File: src/rtl/ucode_seq_if.sv
// Bundle between the instruction decoder / microcode ROM / microcode register
// and the microcode address sequencer.
//
// Entry handshake: ucode_start is "valid" and carries ucode_entry; !ucode_busy
// is "ready". A routine is accepted on a rising clk edge where ucode_start=1,
// ucode_busy=0 and ucode_exc=0. The decoder holds ucode_start and ucode_entry
// stable until it sees the acceptance (ucode_busy rising).
interface ucode_seq_if;
   logic        ucode_start;
   logic [8:0]  ucode_entry;
   logic [11:0] u_f18;
   logic        u_zero;
   logic        ie_stall_ucode;
   logic        ucode_exc;
   logic [8:0]  rom_addr;
   logic        sel_fxx_default;
   logic        ucode_busy;
   logic        ucode_done;

   // Decoder/IE side: drives requests and branch inputs, observes controls.
   modport master (
      output ucode_start, ucode_entry, u_f18, u_zero, ie_stall_ucode, ucode_exc,
      input  rom_addr, sel_fxx_default, ucode_busy, ucode_done
   );

   // Sequencer side.
   modport slave (
      input  ucode_start, ucode_entry, u_f18, u_zero, ie_stall_ucode, ucode_exc,
      output rom_addr, sel_fxx_default, ucode_busy, ucode_done
   );
endinterface

File: src/rtl/ucode_seq.sv
// Microcode address sequencer.
// Computes the next microcode ROM address every cycle from the branch field
// (u_f18 = {op[2:0], target[8:0]}) of the microinstruction held in the
// microcode register, and drives the hold/squash select for that register.
// Optional feature macro: UCODE_CALL_EN adds a one-deep return register so
// CALL/RET work as subroutine linkage; without it CALL acts as JMP and RET
// acts as END.
module ucode_seq (
   input  logic       clk,
   input  logic       reset_l,
   ucode_seq_if.slave bus,
   output logic       state_dbg   // 1 while in RUN
);

   typedef enum logic {
      IDLE = 1'b0,
      RUN  = 1'b1
   } state_e;

   localparam logic [2:0] OP_SEQ  = 3'b000;
   localparam logic [2:0] OP_JMP  = 3'b001;
   localparam logic [2:0] OP_BZ   = 3'b010;
   localparam logic [2:0] OP_BNZ  = 3'b011;
   localparam logic [2:0] OP_END  = 3'b100;
   localparam logic [2:0] OP_CALL = 3'b101;
   localparam logic [2:0] OP_RET  = 3'b110;

   state_e      state_q, state_d;
   logic [8:0]  upc_q, upc_d;
   logic        done_q, done_d;
`ifdef UCODE_CALL_EN
   logic [8:0]  ret_q, ret_d;
`endif

   logic [2:0]  op;
   logic [8:0]  target;
   logic [8:0]  upc_inc;
   logic [8:0]  next_addr;
   logic        ends;
   logic [8:0]  rom_addr_c;
   logic        sel_c;

   assign op      = bus.u_f18[11:9];
   assign target  = bus.u_f18[8:0];
   assign upc_inc = upc_q + 9'd1;   // 9-bit wrap: 1FF -> 000

   // Next-state, next-address and register-select decode.
   always_comb begin
      state_d    = state_q;
      upc_d      = upc_q;
      done_d     = 1'b0;
`ifdef UCODE_CALL_EN
      ret_d      = ret_q;
`endif
      next_addr  = upc_inc;
      ends       = 1'b0;
      rom_addr_c = 9'h000;
      sel_c      = 1'b1;

      if (bus.ucode_exc) begin
         // Abort: squash the register, drop to IDLE, no done pulse.
         state_d = IDLE;
         upc_d   = 9'h000;
      end else if (state_q == IDLE) begin
         if (bus.ucode_start) begin
            rom_addr_c = bus.ucode_entry;
            sel_c      = 1'b0;
            upc_d      = bus.ucode_entry;
            state_d    = RUN;
         end
      end else if (bus.ie_stall_ucode) begin
         // Hold: re-read the current microinstruction, branch not evaluated.
         rom_addr_c = upc_q;
         sel_c      = 1'b0;
      end else begin
         case (op)
            OP_SEQ:  next_addr = upc_inc;
            OP_JMP:  next_addr = target;
            OP_BZ:   next_addr = bus.u_zero ? target : upc_inc;
            OP_BNZ:  next_addr = bus.u_zero ? upc_inc : target;
            OP_END:  ends = 1'b1;
`ifdef UCODE_CALL_EN
            OP_CALL: begin
               next_addr = target;
               ret_d     = upc_inc;   // one-deep: a nested CALL overwrites
            end
            OP_RET:  next_addr = ret_q;
`else
            OP_CALL: next_addr = target;
            OP_RET:  ends = 1'b1;
`endif
            default: next_addr = upc_inc;   // reserved op behaves as SEQ
         endcase

         if (ends) begin
            rom_addr_c = 9'h000;
            sel_c      = 1'b1;
            upc_d      = 9'h000;
            state_d    = IDLE;
            done_d     = 1'b1;
         end else begin
            rom_addr_c = next_addr;
            sel_c      = 1'b0;
            upc_d      = next_addr;
         end
      end
   end

   // State, micro-PC and done-pulse registers.
   always_ff @(posedge clk or negedge reset_l) begin
      if (!reset_l) begin
         state_q <= IDLE;
         upc_q   <= 9'h000;
         done_q  <= 1'b0;
      end else begin
         state_q <= state_d;
         upc_q   <= upc_d;
         done_q  <= done_d;
      end
   end

`ifdef UCODE_CALL_EN
   // Return-address register for one-deep CALL/RET.
   always_ff @(posedge clk or negedge reset_l) begin
      if (!reset_l) begin
         ret_q <= 9'h000;
      end else begin
         ret_q <= ret_d;
      end
   end
`endif

   assign bus.rom_addr        = rom_addr_c;
   assign bus.sel_fxx_default = sel_c;
   assign bus.ucode_busy      = (state_q == RUN);
   assign bus.ucode_done      = done_q;
   assign state_dbg           = (state_q == RUN);

endmodule
File: src/flat_wrapper.sv
// flat-port wrapper written by rule: the top's interface ports become plain ports
module ucode_seq_flat 
  (clk, reset_l, state_dbg, bus_ucode_start, bus_ucode_entry, bus_u_f18, bus_u_zero, bus_ie_stall_ucode, bus_ucode_exc, bus_rom_addr, bus_sel_fxx_default, bus_ucode_busy, bus_ucode_done);
  ucode_seq_if bus_i ();
  input  logic clk;
  input  logic reset_l;
  output logic state_dbg;
  input wire logic [$bits(bus_i.ucode_start)-1:0] bus_ucode_start;
  input wire logic [$bits(bus_i.ucode_entry)-1:0] bus_ucode_entry;
  input wire logic [$bits(bus_i.u_f18)-1:0] bus_u_f18;
  input wire logic [$bits(bus_i.u_zero)-1:0] bus_u_zero;
  input wire logic [$bits(bus_i.ie_stall_ucode)-1:0] bus_ie_stall_ucode;
  input wire logic [$bits(bus_i.ucode_exc)-1:0] bus_ucode_exc;
  output wire logic [$bits(bus_i.rom_addr)-1:0] bus_rom_addr;
  output wire logic [$bits(bus_i.sel_fxx_default)-1:0] bus_sel_fxx_default;
  output wire logic [$bits(bus_i.ucode_busy)-1:0] bus_ucode_busy;
  output wire logic [$bits(bus_i.ucode_done)-1:0] bus_ucode_done;
  assign bus_i.ucode_start = bus_ucode_start;
  assign bus_i.ucode_entry = bus_ucode_entry;
  assign bus_i.u_f18 = bus_u_f18;
  assign bus_i.u_zero = bus_u_zero;
  assign bus_i.ie_stall_ucode = bus_ie_stall_ucode;
  assign bus_i.ucode_exc = bus_ucode_exc;
  assign bus_rom_addr = bus_i.rom_addr;
  assign bus_sel_fxx_default = bus_i.sel_fxx_default;
  assign bus_ucode_busy = bus_i.ucode_busy;
  assign bus_ucode_done = bus_i.ucode_done;
  ucode_seq u_core (.clk(clk), .reset_l(reset_l), .bus(bus_i), .state_dbg(state_dbg));
endmodule
File: config.mk
export PLATFORM = sky130hd
export DESIGN_NAME = ucode_seq_flat
export DESIGN_NICKNAME = d
export VERILOG_FILES = /design/src/rtl/ucode_seq_if.sv /design/src/rtl/ucode_seq.sv /design/src/flat_wrapper.sv
export SDC_FILE = /design/constraint.sdc
export NUM_CORES = 1
export LEC_CHECK = 0
export CORE_ASPECT_RATIO = 0.75
export CORE_MARGIN = 10
export CORE_UTILIZATION = 43
export DETAILED_ROUTE_END_ITERATION = 10
export PLACE_DENSITY = 0.9
export SLEW_MARGIN = 20
export SYNTH_ARGS = -nofsm -noshare
export SYNTH_HDL_FRONTEND = slang
export SYNTH_SLANG_ARGS = --single-unit
File: constraint.sdc
create_clock -name clk -period 2.1 [get_ports clk]
set_input_delay 0.42 -clock clk [delete_from_list [all_inputs] [get_ports clk]]
set_output_delay 0.42 -clock clk [all_outputs]
set_load 0.02 [all_outputs]
After elaboration in Yosys (flattened, before gate mapping). Cells that the tools add are included. W data, S select, Z words.

Register bits: 11. Bits in latches: 0. RAM bits: 0. Bits in read-only memories: 0. Logic and storage cells: 40. Memories kept: 0.

Add/subtract/negate cells: 1. $mul: 0. Divide/modulo/power cells: 0. $lt $le $gt $ge: 0. Eq/ne operators: 6. Shifts and indexed selects: 0. Multiplexer cells: 27. Bitwise operators: 0. Reduce and logical (&&, ||, !) cells: 3.

Operators with widths (count): $mux W9 (10); $pmux W9 S3 (1); $mux W1 (16); $add A9 B1 Y9 const B (1); $eq A3 B3 Y1 const B (3); $eq A3 B2 Y1 const B (2); $reduce_or A2 Y1 (2); $eq A3 B1 Y1 const B (1); $reduce_bool A3 Y1 (1).

Logic depth before layout (Yosys ltp).
Depth after elaboration: 10. Depth in mapped cells: 6. Depth with buffers taken out: 6.

Worst setup path before layout. OpenSTA, ideal clock, no wires.

Path kind: input to output. From: in bus_u_f18[10]. To: out bus_rom_addr[8]. Arrival time: 1.624 ns. Slack: 0.056 ns. Cell stages on the path: 6. Buffers on the path: 1. Cells stage by stage: buf_2 o21ai_0 a32o_2 or2b_1 o211ai_1 a31oi_1.

Cells in the longest elaborated chain, start to end: 10. Elaborated cells on any way between the ends: 17.

Ends and longest elaborated chain: from (decl) (line flat_wrapper.sv:10) `input wire logic [$bits(bus_i.u_f18)-1:0] bus_u_f18;`; $eq A3 B3 Y1 (line ucode_seq.sv:76) `case (op)`; $reduce_or A2 Y1 (no line); $mux W1 (line ucode_seq.sv:76); $mux W1 (line ucode_seq.sv:71) `end else if (bus.ie_stall_ucode) begin`; $mux W1 (line ucode_seq.sv:64) `end else if (state_q == IDLE) begin`; $mux W1 (line ucode_seq.sv:60) `if (bus.ucode_exc) begin`; $mux W9 * (line ucode_seq.sv:95) `if (ends) begin`; $mux W9 *; $mux W9 * (line ucode_seq.sv:64); $mux W9 * (line ucode_seq.sv:60); to (decl) (line flat_wrapper.sv:14) `output wire logic [$bits(bus_i.rom_addr)-1:0] bus_rom_addr;`.

Mark *: on every way between the ends. The rest lies on a longest branch, timed or not. The select of a mux whose other input is x is not followed.

Worst setup path after layout.
From: reg u_core.upc_q[1]. To: out bus_rom_addr[7].

Cells in the longest elaborated chain, start to end: 7. Elaborated cells on any way between the ends: 8.

Ends and longest elaborated chain: from (decl) (line ucode_seq.sv:29) `logic [8:0] upc_q, upc_d;`; from (signal assigned) (line ucode_seq.sv:117) `upc_q <= upc_d;`; $add A9 B1 Y9 * (line ucode_seq.sv:45) `assign upc_inc = upc_q + 9'd1;`; $mux W9 (on tied branches) (line ucode_seq.sv:80, ucode_seq.sv:79); $pmux W9 S3 * (line ucode_seq.sv:76); $mux W9 * (line ucode_seq.sv:95); $mux W9 *; $mux W9 * (line ucode_seq.sv:64); $mux W9 * (line ucode_seq.sv:60).

Mark *: on every way between the ends. The rest lies on a longest branch, timed or not.

==> metrics.txt <==
RSZ-0062 raised after global routing true; simple-gate area share of the yosys netlist 29.7%; IO Port Bufs 39; full die area ~0.0048 mm2; Synth Area in Compound Gates 25.0%; Synth Instances 142; share of cells above drive strength 1 44.8%; ys async rst share 100%; critical path type reg -> out; most frequent cells in the layout 39 x buf_4, 22 x clkdlybuf4s50_1, 15 x buf_6; Worst setup endpoint bus_rom_addr[7]; hold_ws 0.489 ns; Clock Power Share 17.4%; fmax 0.462 GHz; Post-Route WL 5880 um; Logic pwr share 53.1%; clk sinks 11; dominant synthesized flop cell dfrtp_1; clk_lat worst skew 0.28 ns; Slew Viols, Final 0; syn avg cell area ~7.3 um2; top post-synthesis cells by area dfrtp_1 27%, nand3_1 7.7%, a21oi_1 5.8%; Overall Global Routing Usage between 20 and 25%; setup skew after layout 0.00680 ns; EDFF count, synth 0; Int Pwr roughly 550 uW; post-layout min period 2.16 ns; CTS Root Cell clkbuf_4; Sequential Power Share between 20% and 30%; worst reg-to-reg setup slack 0.47 ns; # diodes 0; Core Region 0.00229 mm2; Die X 76.6 um; failing checks setup timing; fin crit share 103%; pre-CTS WS -0.942 ns; Synth Area in Adders approximately 1.2%; filler cell count 109; synth warn 0; crit path max fanout 3; Synth top area share 26.6%; setup ws final -0.0633 ns; DR vias/cell just over 6; cell taking the most area after synthesis dfrtp_1; initial antenna violation count 0; FF+latch count, synth 11; largest net degree at the start of global routing 18; largest family of logic cells by synthesized area simple AND/OR/NAND/NOR gates; Switching Fraction 38.9%; Yosys cell types 36; WL/cell roughly 23 um; CTS tree built; I/O Pins 40; P&R area growth vs syn 95.0%; TNS Setup -0.245 ns; Routed Antenna Nets 0; Hold Path Class in -> async; sw power approximately 350 uW; Max Cap Violations 0; CTS H-tree depth 1; total number of vias about 1600; # rows 15; # DRC 0; grt total ovfl 0; CTS Buf Count 3; P_leak 0.910 nW; Post-Synth XOR/XNOR Area between 5 and 6%; Initial Util 45.2%; commonest non-fill, non-tap cell in the layout buf_4; register area share after synthesis 26.6%; nets 250; # setup viols final 6; worst-case clock buffer depth 2; Relative slew margins 62.8%; R2R Path End u_core.upc_q[8]$_DFFE_PN0P_; RR Startpoint u_core.bus.ucode_busy$_DFF_PN0_; GP Congestion 0.920; Crit path arrival time approximately 1.7 ns; drt initial violations ~190; global-route wire length before repair about 8700 um; crit path launch u_core.upc_q[1]$_DFFE_PN0P_; vias in the first global route approximately 1600; Peak VDD IR 0.444 mV; mux cell area share after synthesis 5.32%; worst slew pin tran 0.556 ns; CP Capture Type output port; hold-fix buffers at CTS 0; CP Launch Type register; Post-Syn Nets 170; required time worst endpoint roughly 1.7 ns; power density cells 448 mW/mm2; Mapped Area 0.00103 mm2; status finished with violations; TritonRoute pass-1 iters 4; Post-DP HPWL 3350 um; Final Hold Viols 0; Die H between 60 and 70 um; clock-pin slew on the worst setup and hold paths roughly 0.080 ns; R2R cell count 6
-- worst max-delay path, stage by stage, from the launching register on --
cell and delay (ns):
dfrtp_1 0.43, buf_4 0.15, nand3_1 0.16, nor2_1 0.19
xor2_1 0.15, nand4_1 0.14, nand2_1 0.09, buf_2 0.16
-- cell usage after synthesis (all sizes together) (3+ instances only) --
library cell and instances:
and3 3, dfrtp 11, nand3 16, clkbuf 3, o21ai 11, inv 4
or3 4, nor3 4, nand2 14, o211ai 4, or2 3, buf 7
a21oi 12, mux2i 4, xnor2 3, xor2 4, nor2 15
-- final cells by class --
class	count	area (um2)	share of cell area, %
Multi-Input combinational cell	117	863	42.8
Inverter	4	15.0	0.744
Timing Repair Buffer	85	791	39.2
Clock buffer	4	26.3	1.30
Tap cell	34	42.5	2.11
Sequential cell	11	280	13.9
-- stage by stage --
step	power [mW]	instances	instance area, um2	util, %
finish	0.904	255	2020	88.1
global route	0.944	255	2020	88.1
CTS	0.822	250	1860	81.1
detailed placement	0.635	239	1690	73.7
global placement	0.613	239	1690	73.7
floorplan	0.429	142	1030	-
-- flip-flops by register name, summed over array words and instances, names as in the netlist --
register and cells:
u_core.upc_q 9, u_core.bus.ucode_busy 1, u_core.bus.ucode_done 1
-- power groups by stage --
stage               sequential (mW)  clock [mW]  combinational [mW]
global route                  0.267       0.173               0.504
CTS                           0.262       0.155               0.406
finish                        0.267       0.157               0.480
detailed placement            0.262           0               0.373
floorplan                     0.258           0               0.171
global placement              0.259           0               0.355
-- metal layers --
metal  vias to the layer above  track usage (%)  part of all wire (%)
met2                       127             36.4                    48
met1                       761             25.8                    38
li1                        669                -                     -
met3                        28             6.61                   9.5
met5                         -                0                     0
met4                         0             10.2                   4.6
-- how the worst min path moves through the flow --
stage,startpoint,end,slack (ns),cells after the start
after CTS,reset_l,u_core.upc_q[7]$_DFFE_PN0P_,0.50,1
after detailed placement,u_core.upc_q[7]$_DFFE_PN0P_,u_core.upc_q[7]$_DFFE_PN0P_,0.57,2
final,reset_l,u_core.upc_q[7]$_DFFE_PN0P_,0.49,1
after global placement,u_core.upc_q[7]$_DFFE_PN0P_,u_core.upc_q[7]$_DFFE_PN0P_,0.55,2
after global routing,reset_l,u_core.upc_q[7]$_DFFE_PN0P_,0.52,1
after floorplan,reset_l,u_core.bus.ucode_busy$_DFF_PN0_,0.12,0
-- cells by family after synthesis --
group                    count (synthesis)
multiplexers                             5
XOR/XNOR                                 7
adder cells (fa/ha/maj)                  1
AO/OA/AOI/OAI                           40
flip-flops                              11
AND/OR/NAND/NOR                         64
buffers and inverters                   14
-- timing repair --
item	in CTS	in global routing
endpoints found under the setup margin	12	11
setup buffers	6	5
pin swaps	10	10
gates cloned	1	0
gates resized for setup	99	27
No activity file was read; power rests on OpenSTA's default activity.
